[src/rtl/systolic_result_drain_if.sv]
// Row-result bus between the systolic array bottom edge and the downstream consumer.
// Input side is unthrottled; output side is a show-ahead valid/ready port.
interface systolic_result_drain_if #(
    parameter int DATA_WIDTH = 8,
    parameter int COLS       = 4
);
    // Handshake: out_data is meaningful while out_valid is high, and a row transfers
    // on every rising edge where out_valid && out_ready. While out_valid && !out_ready,
    // out_data and out_valid hold. row_valid_in has no ready: the array never stalls.
    logic [COLS*DATA_WIDTH-1:0] col_result;
    logic                       row_valid_in;
    logic [COLS*DATA_WIDTH-1:0] out_data;
    logic                       out_valid;
    logic                       out_ready;

    modport master (
        output col_result,
        output row_valid_in,
        output out_ready,
        input  out_data,
        input  out_valid
    );

    modport slave (
        input  col_result,
        input  row_valid_in,
        input  out_ready,
        output out_data,
        output out_valid
    );
endinterface

[src/rtl/systolic_result_drain.sv]
// Realigns skewed bottom-edge column results into whole rows and buffers them in a
// show-ahead FIFO; rows arriving while the FIFO is full and not popping are dropped.
module systolic_result_drain #(
    parameter int DATA_WIDTH = 8,
    parameter int COLS       = 4,
    parameter int FIFO_DEPTH = 4
) (
    input  logic                             clk,
    input  logic                             rst_n,
    systolic_result_drain_if.slave           bus,
    input  logic                             clear_overflow,
    output logic                             overflow,
    output logic [$clog2(FIFO_DEPTH+1)-1:0]  count
);
    localparam int RW = COLS * DATA_WIDTH;
    localparam int AW = $clog2(FIFO_DEPTH);
    localparam int CW = $clog2(FIFO_DEPTH + 1);
    localparam logic [CW-1:0] FULL_CNT = CW'(FIFO_DEPTH);

    logic          aligned_valid;
    logic [RW-1:0] aligned_row;

    // Column j arrives j cycles after column 0, so it waits COLS-1-j cycles.
    for (genvar j = 0; j < COLS; j++) begin : g_col
        localparam int D = COLS - 1 - j;
        if (D == 0) begin : g_pass
            assign aligned_row[j*DATA_WIDTH +: DATA_WIDTH] = bus.col_result[j*DATA_WIDTH +: DATA_WIDTH];
        end else begin : g_dly
            logic [DATA_WIDTH-1:0] stage_q [D];
            always_ff @(posedge clk) begin
                if (!rst_n) begin
                    for (int s = 0; s < D; s++) stage_q[s] <= '0;
                end else begin
                    stage_q[0] <= bus.col_result[j*DATA_WIDTH +: DATA_WIDTH];
                    for (int s = 1; s < D; s++) stage_q[s] <= stage_q[s-1];
                end
            end
            assign aligned_row[j*DATA_WIDTH +: DATA_WIDTH] = stage_q[D-1];
        end
    end

    if (COLS == 1) begin : g_vpass
        assign aligned_valid = bus.row_valid_in;
    end else begin : g_vpipe
        logic [COLS-2:0] vld_q;
        always_ff @(posedge clk) begin
            if (!rst_n) begin
                vld_q <= '0;
            end else begin
                vld_q[0] <= bus.row_valid_in;
                for (int s = 1; s < COLS - 1; s++) vld_q[s] <= vld_q[s-1];
            end
        end
        assign aligned_valid = vld_q[COLS-2];
    end

    logic [RW-1:0] mem_q [FIFO_DEPTH];
    logic [AW-1:0] wr_ptr_q, wr_ptr_d;
    logic [AW-1:0] rd_ptr_q, rd_ptr_d;
    logic [CW-1:0] count_q, count_d;
    logic          overflow_q, overflow_d;
    logic          push, pop, full, drop;

    always_comb begin
        pop        = (count_q != '0) && bus.out_ready;
        full       = (count_q == FULL_CNT);
        // A pop in the same cycle frees the slot, so a full FIFO can still accept.
        push       = aligned_valid && (!full || pop);
        drop       = aligned_valid && full && !pop;
        wr_ptr_d   = wr_ptr_q;
        rd_ptr_d   = rd_ptr_q;
        count_d    = count_q;
        overflow_d = overflow_q;
        if (push) wr_ptr_d = wr_ptr_q + AW'(1);
        if (pop)  rd_ptr_d = rd_ptr_q + AW'(1);
        case ({push, pop})
            2'b10:   count_d = count_q + CW'(1);
            2'b01:   count_d = count_q - CW'(1);
            default: count_d = count_q;
        endcase
        if (clear_overflow) overflow_d = 1'b0;
        if (drop)           overflow_d = 1'b1;
    end

    always_ff @(posedge clk) begin
        if (!rst_n) begin
            wr_ptr_q   <= '0;
            rd_ptr_q   <= '0;
            count_q    <= '0;
            overflow_q <= 1'b0;
        end else begin
            wr_ptr_q   <= wr_ptr_d;
            rd_ptr_q   <= rd_ptr_d;
            count_q    <= count_d;
            overflow_q <= overflow_d;
        end
    end

    always_ff @(posedge clk) begin
        if (!rst_n) begin
            for (int i = 0; i < FIFO_DEPTH; i++) mem_q[i] <= '0;
        end else if (push) begin
            mem_q[wr_ptr_q] <= aligned_row;
        end
    end

    assign bus.out_data  = mem_q[rd_ptr_q];
    assign bus.out_valid = (count_q != '0);
    assign count         = count_q;
    assign overflow      = overflow_q;
endmodule
[src/flat_wrapper.sv]
// flat-port wrapper written by rule: the top's interface ports become plain ports
module systolic_result_drain_flat 
#(
    parameter int DATA_WIDTH = 8,
    parameter int COLS       = 4,
    parameter int FIFO_DEPTH = 4
)
  (clk, rst_n, clear_overflow, overflow, count, bus_col_result, bus_row_valid_in, bus_out_ready, bus_out_data, bus_out_valid);
  systolic_result_drain_if #(.DATA_WIDTH(DATA_WIDTH), .COLS(COLS)) bus_i ();
  input  logic clk;
  input  logic rst_n;
  input  logic clear_overflow;
  output logic overflow;
  output logic [$clog2(FIFO_DEPTH+1)-1:0] count;
  input wire logic [$bits(bus_i.col_result)-1:0] bus_col_result;
  input wire logic [$bits(bus_i.row_valid_in)-1:0] bus_row_valid_in;
  input wire logic [$bits(bus_i.out_ready)-1:0] bus_out_ready;
  output wire logic [$bits(bus_i.out_data)-1:0] bus_out_data;
  output wire logic [$bits(bus_i.out_valid)-1:0] bus_out_valid;
  assign bus_i.col_result = bus_col_result;
  assign bus_i.row_valid_in = bus_row_valid_in;
  assign bus_i.out_ready = bus_out_ready;
  assign bus_out_data = bus_i.out_data;
  assign bus_out_valid = bus_i.out_valid;
  systolic_result_drain #(.DATA_WIDTH(DATA_WIDTH), .COLS(COLS), .FIFO_DEPTH(FIFO_DEPTH)) u_core (.clk(clk), .rst_n(rst_n), .bus(bus_i), .clear_overflow(clear_overflow), .overflow(overflow), .count(count));
endmodule
[config.mk]
export PLATFORM = sky130hd
export DESIGN_NAME = systolic_result_drain_flat
export DESIGN_NICKNAME = d
export VERILOG_FILES = /design/src/rtl/systolic_result_drain_if.sv /design/src/rtl/systolic_result_drain.sv /design/src/flat_wrapper.sv
export SDC_FILE = /design/constraint.sdc
export NUM_CORES = 1
export LEC_CHECK = 0
export CAP_MARGIN = 20
export CORE_MARGIN = 3
export CORE_UTILIZATION = 56
export CTS_CLUSTER_DIAMETER = 50
export DETAILED_ROUTE_END_ITERATION = 16
export PLACE_DENSITY = 0.79
export SYNTH_ARGS = -nofsm -noshare
export SYNTH_HDL_FRONTEND = slang
export SYNTH_SLANG_ARGS = --single-unit
[constraint.sdc]
create_clock -name clk -period 6 [get_ports clk]
set_input_delay 1.8 -clock clk [delete_from_list [all_inputs] [get_ports clk]]
set_output_delay 1.8 -clock clk [all_outputs]
set_load 0.01 [all_outputs]
* Word-level counts from Yosys, hierarchy flattened
Memory sizes are Yosys's and may differ from the RTL's. A register that Yosys moved wholly into a read port is not among the register bits.
Cells that the tools add are included.
** Word-level totals
- Bits in writable memories :: 176
- Memories kept :: 4
- Logic and storage cells :: 53
- Output and inout bits :: 37
- Flip-flop bits (word level) :: 11
** Cells by class
- Muxes and demuxes :: 20
- Add/sub/neg operators :: 4
- Equality and inequality tests :: 3
- Reductions and logical operators :: 12
- Bitwise gates (word level) :: 5
** Memories
- u_core.mem_q :: depth 4, bits a word 32, rd ports 1, clocked after Yosys merged registers in 1, write ports 4, RTL line systolic_result_drain.sv:57 : logic [RW-1:0] mem_q [FIFO_DEPTH];
- u_core.g_col[0].g_dly.stage_q :: depth 3, bits a word 8, rd ports 3, clocked after Yosys merged registers in 0, write ports 3, RTL line systolic_result_drain.sv:29 : logic [DATA_WIDTH-1:0] stage_q [D];
- u_core.g_col[1].g_dly.stage_q :: depth 2, bits a word 8, rd ports 2, clocked after Yosys merged registers in 0, write ports 2, RTL line systolic_result_drain.sv:29
- u_core.g_col[2].g_dly.stage_q :: depth 1, bits a word 8, rd ports 1, clocked after Yosys merged registers in 0, write ports 1, RTL line systolic_result_drain.sv:29
** Operator list (count)
- 8-bit two-way mux :: 6
- 32-bit two-way mux :: 1
- 32-bit OR reduction :: 1
- 1-bit two-way mux :: 9
- 8-bit OR reduction :: 1
- 2-bit two-way mux :: 3
- 3-bit case mux with 2 select lines :: 1
- 1-bit bitwise OR :: 5
- 2-bit by 1-bit adder with 2-bit output, second input constant :: 2
- 1-bit logical AND :: 4
- 2-bit nonzero test :: 2
- 3-bit by 1-bit adder with 3-bit output, second input constant :: 1
- 3-bit equality test, second input constant :: 1
- 3-bit nonzero test :: 1
- 3-bit by 1-bit subtractor with 3-bit output, second input constant :: 1
- 2-bit by 1-bit equality test with 1-bit output, second input constant :: 1
- 2-bit equality test, second input constant :: 1
- 1-bit zero test :: 2
- 1-bit logical OR :: 1

* Longest topological paths before layout
- Depth in word-level cells :: 9
- Depth in mapped cells :: 8
- Gate-level depth less buffers :: 8

* Worst setup path before layout
No wires, ideal clock.
- Path kind :: input port to flip-flop
- Start point :: input bus_out_ready
- End point :: memory u_core.mem_q[2][0] (netlist bit) (enable)
- Stages :: 3
- Required time :: 5.534 ns
- Arrival :: 4.318 ns
- Slack :: 1.217 ns
- Path through :: or4b_4 -> nand2_1 -> o21ai_0
** RTL lines
- from (decl) :: RTL line flat_wrapper.sv:17 : input wire logic [$bits(bus_i.out_ready)-1:0] bus_out_ready;
- to (decl) :: RTL line systolic_result_drain.sv:57

==> results.txt <==
status: completed
clock buffer depth: 2
dominant cells by area after synthesis: edfxtp_1 52%, dfxtp_1 17%, and2_1 16%
Ys Warns: 0
drt pass-1 iters: 4
synthesized flop and latch total: 189
first-pass GRT wire length: 21120 um
Post-Layout Cell Count: 731
buffers inserted by post-CTS timing repair: 0
dpl cells: 699
I/O pin count: 74
DRC errors left: 0
VDD IR max: 0.1864 mV
area leader, netlist: edfxtp_1
Ant. Diodes: 0
Fin. Hold Viols: 0
layout cell share with drive strength beyond 1: 15.21%
crit path kind: reg -> out
CTS Buf Count: 17
# resized after CTS: 0
Mapped Cells: 472
crit-path cells: buf_4 -> mux4_2 -> clkdlybuf4s50_1
clk root buf: clkbuf_16
power per cell area: 313.5 mW/mm2
TNS Setup: 0 ps
Initial Utilization: 57.89%
register area share after synthesis: 68.77%
synthesized net count: 511
WP buf/inv: 2
min Tclk post-route: 4555 ps
Antenna Nets Post-Route: 0
die height: 120.7 um
final max-slew violation count: 0
CP max stage delay: 930 ps
number of global-route vias before repair: 4102
final count of negative-setup-slack endpoints: 0
CTS HTree Levels: 4
clk sinks: 189
Vias: 3867
final wirelength: 13330 um
Die W: 120.7 um
Arr. time, crit path: 2750 ps
Hold Crit Class: reg -> reg
worst clock skew: 4.354 ps
syn_area_per_cell: 15.60 um2
largest net degree at the start of global routing: 69
CP required: 4200 ps
initial antenna violation count: 0
pre-CTS WS: 1632 ps
fin crit share: 75.91%
Std-Cell Rows: 41
CP Max Fanout: 24
vias per cell: 5.290
slowest stage cell, crit path: dfxtp_2
share of the synthesized area in the top cell type: 52.19%
fmax: 0.2196 GHz
Post-DP HPWL: 7800 um
post-synth cell types: 31
clock latency on the worst-skew pair: 420 ps
layout net count: 585
Slew Limit Headroom: 38.25%
cts hold-fix bufs: 0
clock-pin slew on the worst setup and hold paths: 60 ps
grt total ovfl: 0
Max Cap Viol: 0
RSZ-0062 raised after global routing: false
synthesized cell area: 0.007365 mm2
Die Area: 0.01456 mm2
crit-path leading delay family: flip-flops
final setup margin: 1445 ps
Core ar.: 0.01272 mm2
routability cong.: 0.7190
Total GRT Usage: 19.52%
crit path launch type: flip-flop
Fill cells: 865
number of buffer cells added on primary ports: 73
Routed WL per cell: 18.24 um
detailed router's first-iteration violation count: 299
CTS tree: built
Least-Margin Pin Slew: 926.3 ps
Crit. End Element: primary output
Layout area overhead: 21.05%
Leak: 3.264 nW
registers in the layout, indices dropped and copies added (netlist names), named ones only:
name                        cells
u_core.g_col.g_dly.stage_q     48
u_core.wr_ptr_q                 2
u_core.mem_q                  128
u_core.rd_ptr_q                 2
u_core.overflow                 1
u_core.g_vpipe.vld_q            3
u_core.count                    3
final timing paths:
kind / slack (ps) / depth (start not counted) / to / from
worst max register to register: 3440 / 8 / u_core.count[2] / u_core.count[0]
worst max-delay path: 1450 / 3 / bus_out_data[31] / flip-flop
worst min register to register: 430 / 1 / u_core.g_col[0].g_dly.stage_q[0][17] / u_core.g_col[0].g_dly.stage_q[0][9]
worst min-delay path: 430 / 1 / u_core.g_col[0].g_dly.stage_q[0][17] / u_core.g_col[0].g_dly.stage_q[0][9]
layout by cell type (no fill, tap or decap), types with 3 or more instances in the layout:
cell type | Yosys | routed
and2_1 | 184 | 184
edfxtp_1 | 128 | 128
clkdlybuf4s50_1 | 0 | 72
dfxtp_1 | 61 | 59
mux4_2 | 32 | 32
clkbuf_16 | 0 | 20
buf_4 | 0 | 8
inv_1 | 6 | 6
inv_4 | 0 | 5
nand2_1 | 3 | 3
o21ai_4 | 0 | 3
xnor2_1 | 3 | 3
clkinv_4 | 0 | 3
through the flow:
stage / power, mW / hold slack, ps / utilization [%] / cell area [um2]
2_1_floorplan: 1.596 / 411.9 / - / 7365
3_3_place_gp: 1.697 / 414.1 / 65.26 / 8303
3_5_place_dp: 1.705 / 420.1 / 65.26 / 8303
4_1_cts: 2.812 / 435.1 / 70.07 / 8915
5_1_grt: 2.879 / 444.8 / 70.07 / 8915
6_report: 2.795 / 434.0 / 70.07 / 8915
synth_stat cells:
| library cell | n |
|---|---|
| nor4_2 | 1 |
| or3_1 | 2 |
| inv_1 | 6 |
| nor4b_2 | 2 |
| o22ai_1 | 1 |
| mux2i_1 | 1 |
| or4b_4 | 1 |
| edfxtp_1 | 128 |
| and2_1 | 184 |
| nor3_1 | 1 |
| mux4_2 | 32 |
| nor2b_1 | 2 |
| and3_4 | 1 |
| clkbuf_1 | 19 |
| nand3_1 | 1 |
| nand3b_1 | 1 |
| xor2_1 | 1 |
| a21o_1 | 1 |
| o311ai_0 | 1 |
| buf_6 | 3 |
| xnor2_1 | 3 |
| nand2b_1 | 3 |
| ha_1 | 1 |
| dfxtp_1 | 61 |
| nand2_1 | 3 |
| a21boi_0 | 1 |
| buf_2 | 3 |
| o21ai_0 | 5 |
| buf_1 | 1 |
| o31a_1 | 1 |
| fa_1 | 1 |
area by class of cell:
type	instances	area [um2]	area share [%]
flip-flops and latches	189	5067	56.84
multi-input cells	251	2212	24.81
repair buffers	81	785.8	8.814
clock buffers	21	514.2	5.768
well taps	172	215.2	2.414
clock inverters	11	97.59	1.095
inverters	6	22.52	0.2526
worst reg2reg max path: cells and delay by family, from the launching register on:
| family | cells | cell delay [ps] |
|---|---|---|
| xor+xnor | 1 | 160 |
| compound gates | 1 | 180 |
| fa+ha+maj | 2 | 590 |
| buf+inv | 1 | 60 |
| simple gates | 3 | 1090 |
| flops | 1 | 400 |
where the power goes:
group          internal (mW)  leakage (nW)  switching [mW]
clock                  0.659         0.310           0.462
combinational          0.121          1.12          0.0821
sequential              1.44          1.84          0.0337
routing by layer:
layer | wire length, um | part of all wire, % | vias up | GRT usage, %
met2 | 7390 | 55 | 81 | 35.03
li1 | - | - | 1809 | -
met4 | 170 | 1.3 | 0 | 7.295
met3 | 529 | 4.0 | 14 | 3.976
met1 | 5244 | 39 | 1963 | 23.23
met5 | 0 | 0 | - | 0
cell families (layout without fill, tap and decap cells):
logic type / Yosys count / in the layout / synth area share, %
xor+xnor: 4 / 4 / 0.4758
fa+ha+maj: 2 / 2 / 0.4417
compound gates: 10 / 10 / 0.8666
simple gates: 202 / 202 / 17.53
buf+inv: 32 / 119 / 1.988
flops: 189 / 189 / 68.77
mux: 33 / 33 / 9.922
Power figures use the tool's default switching activity.
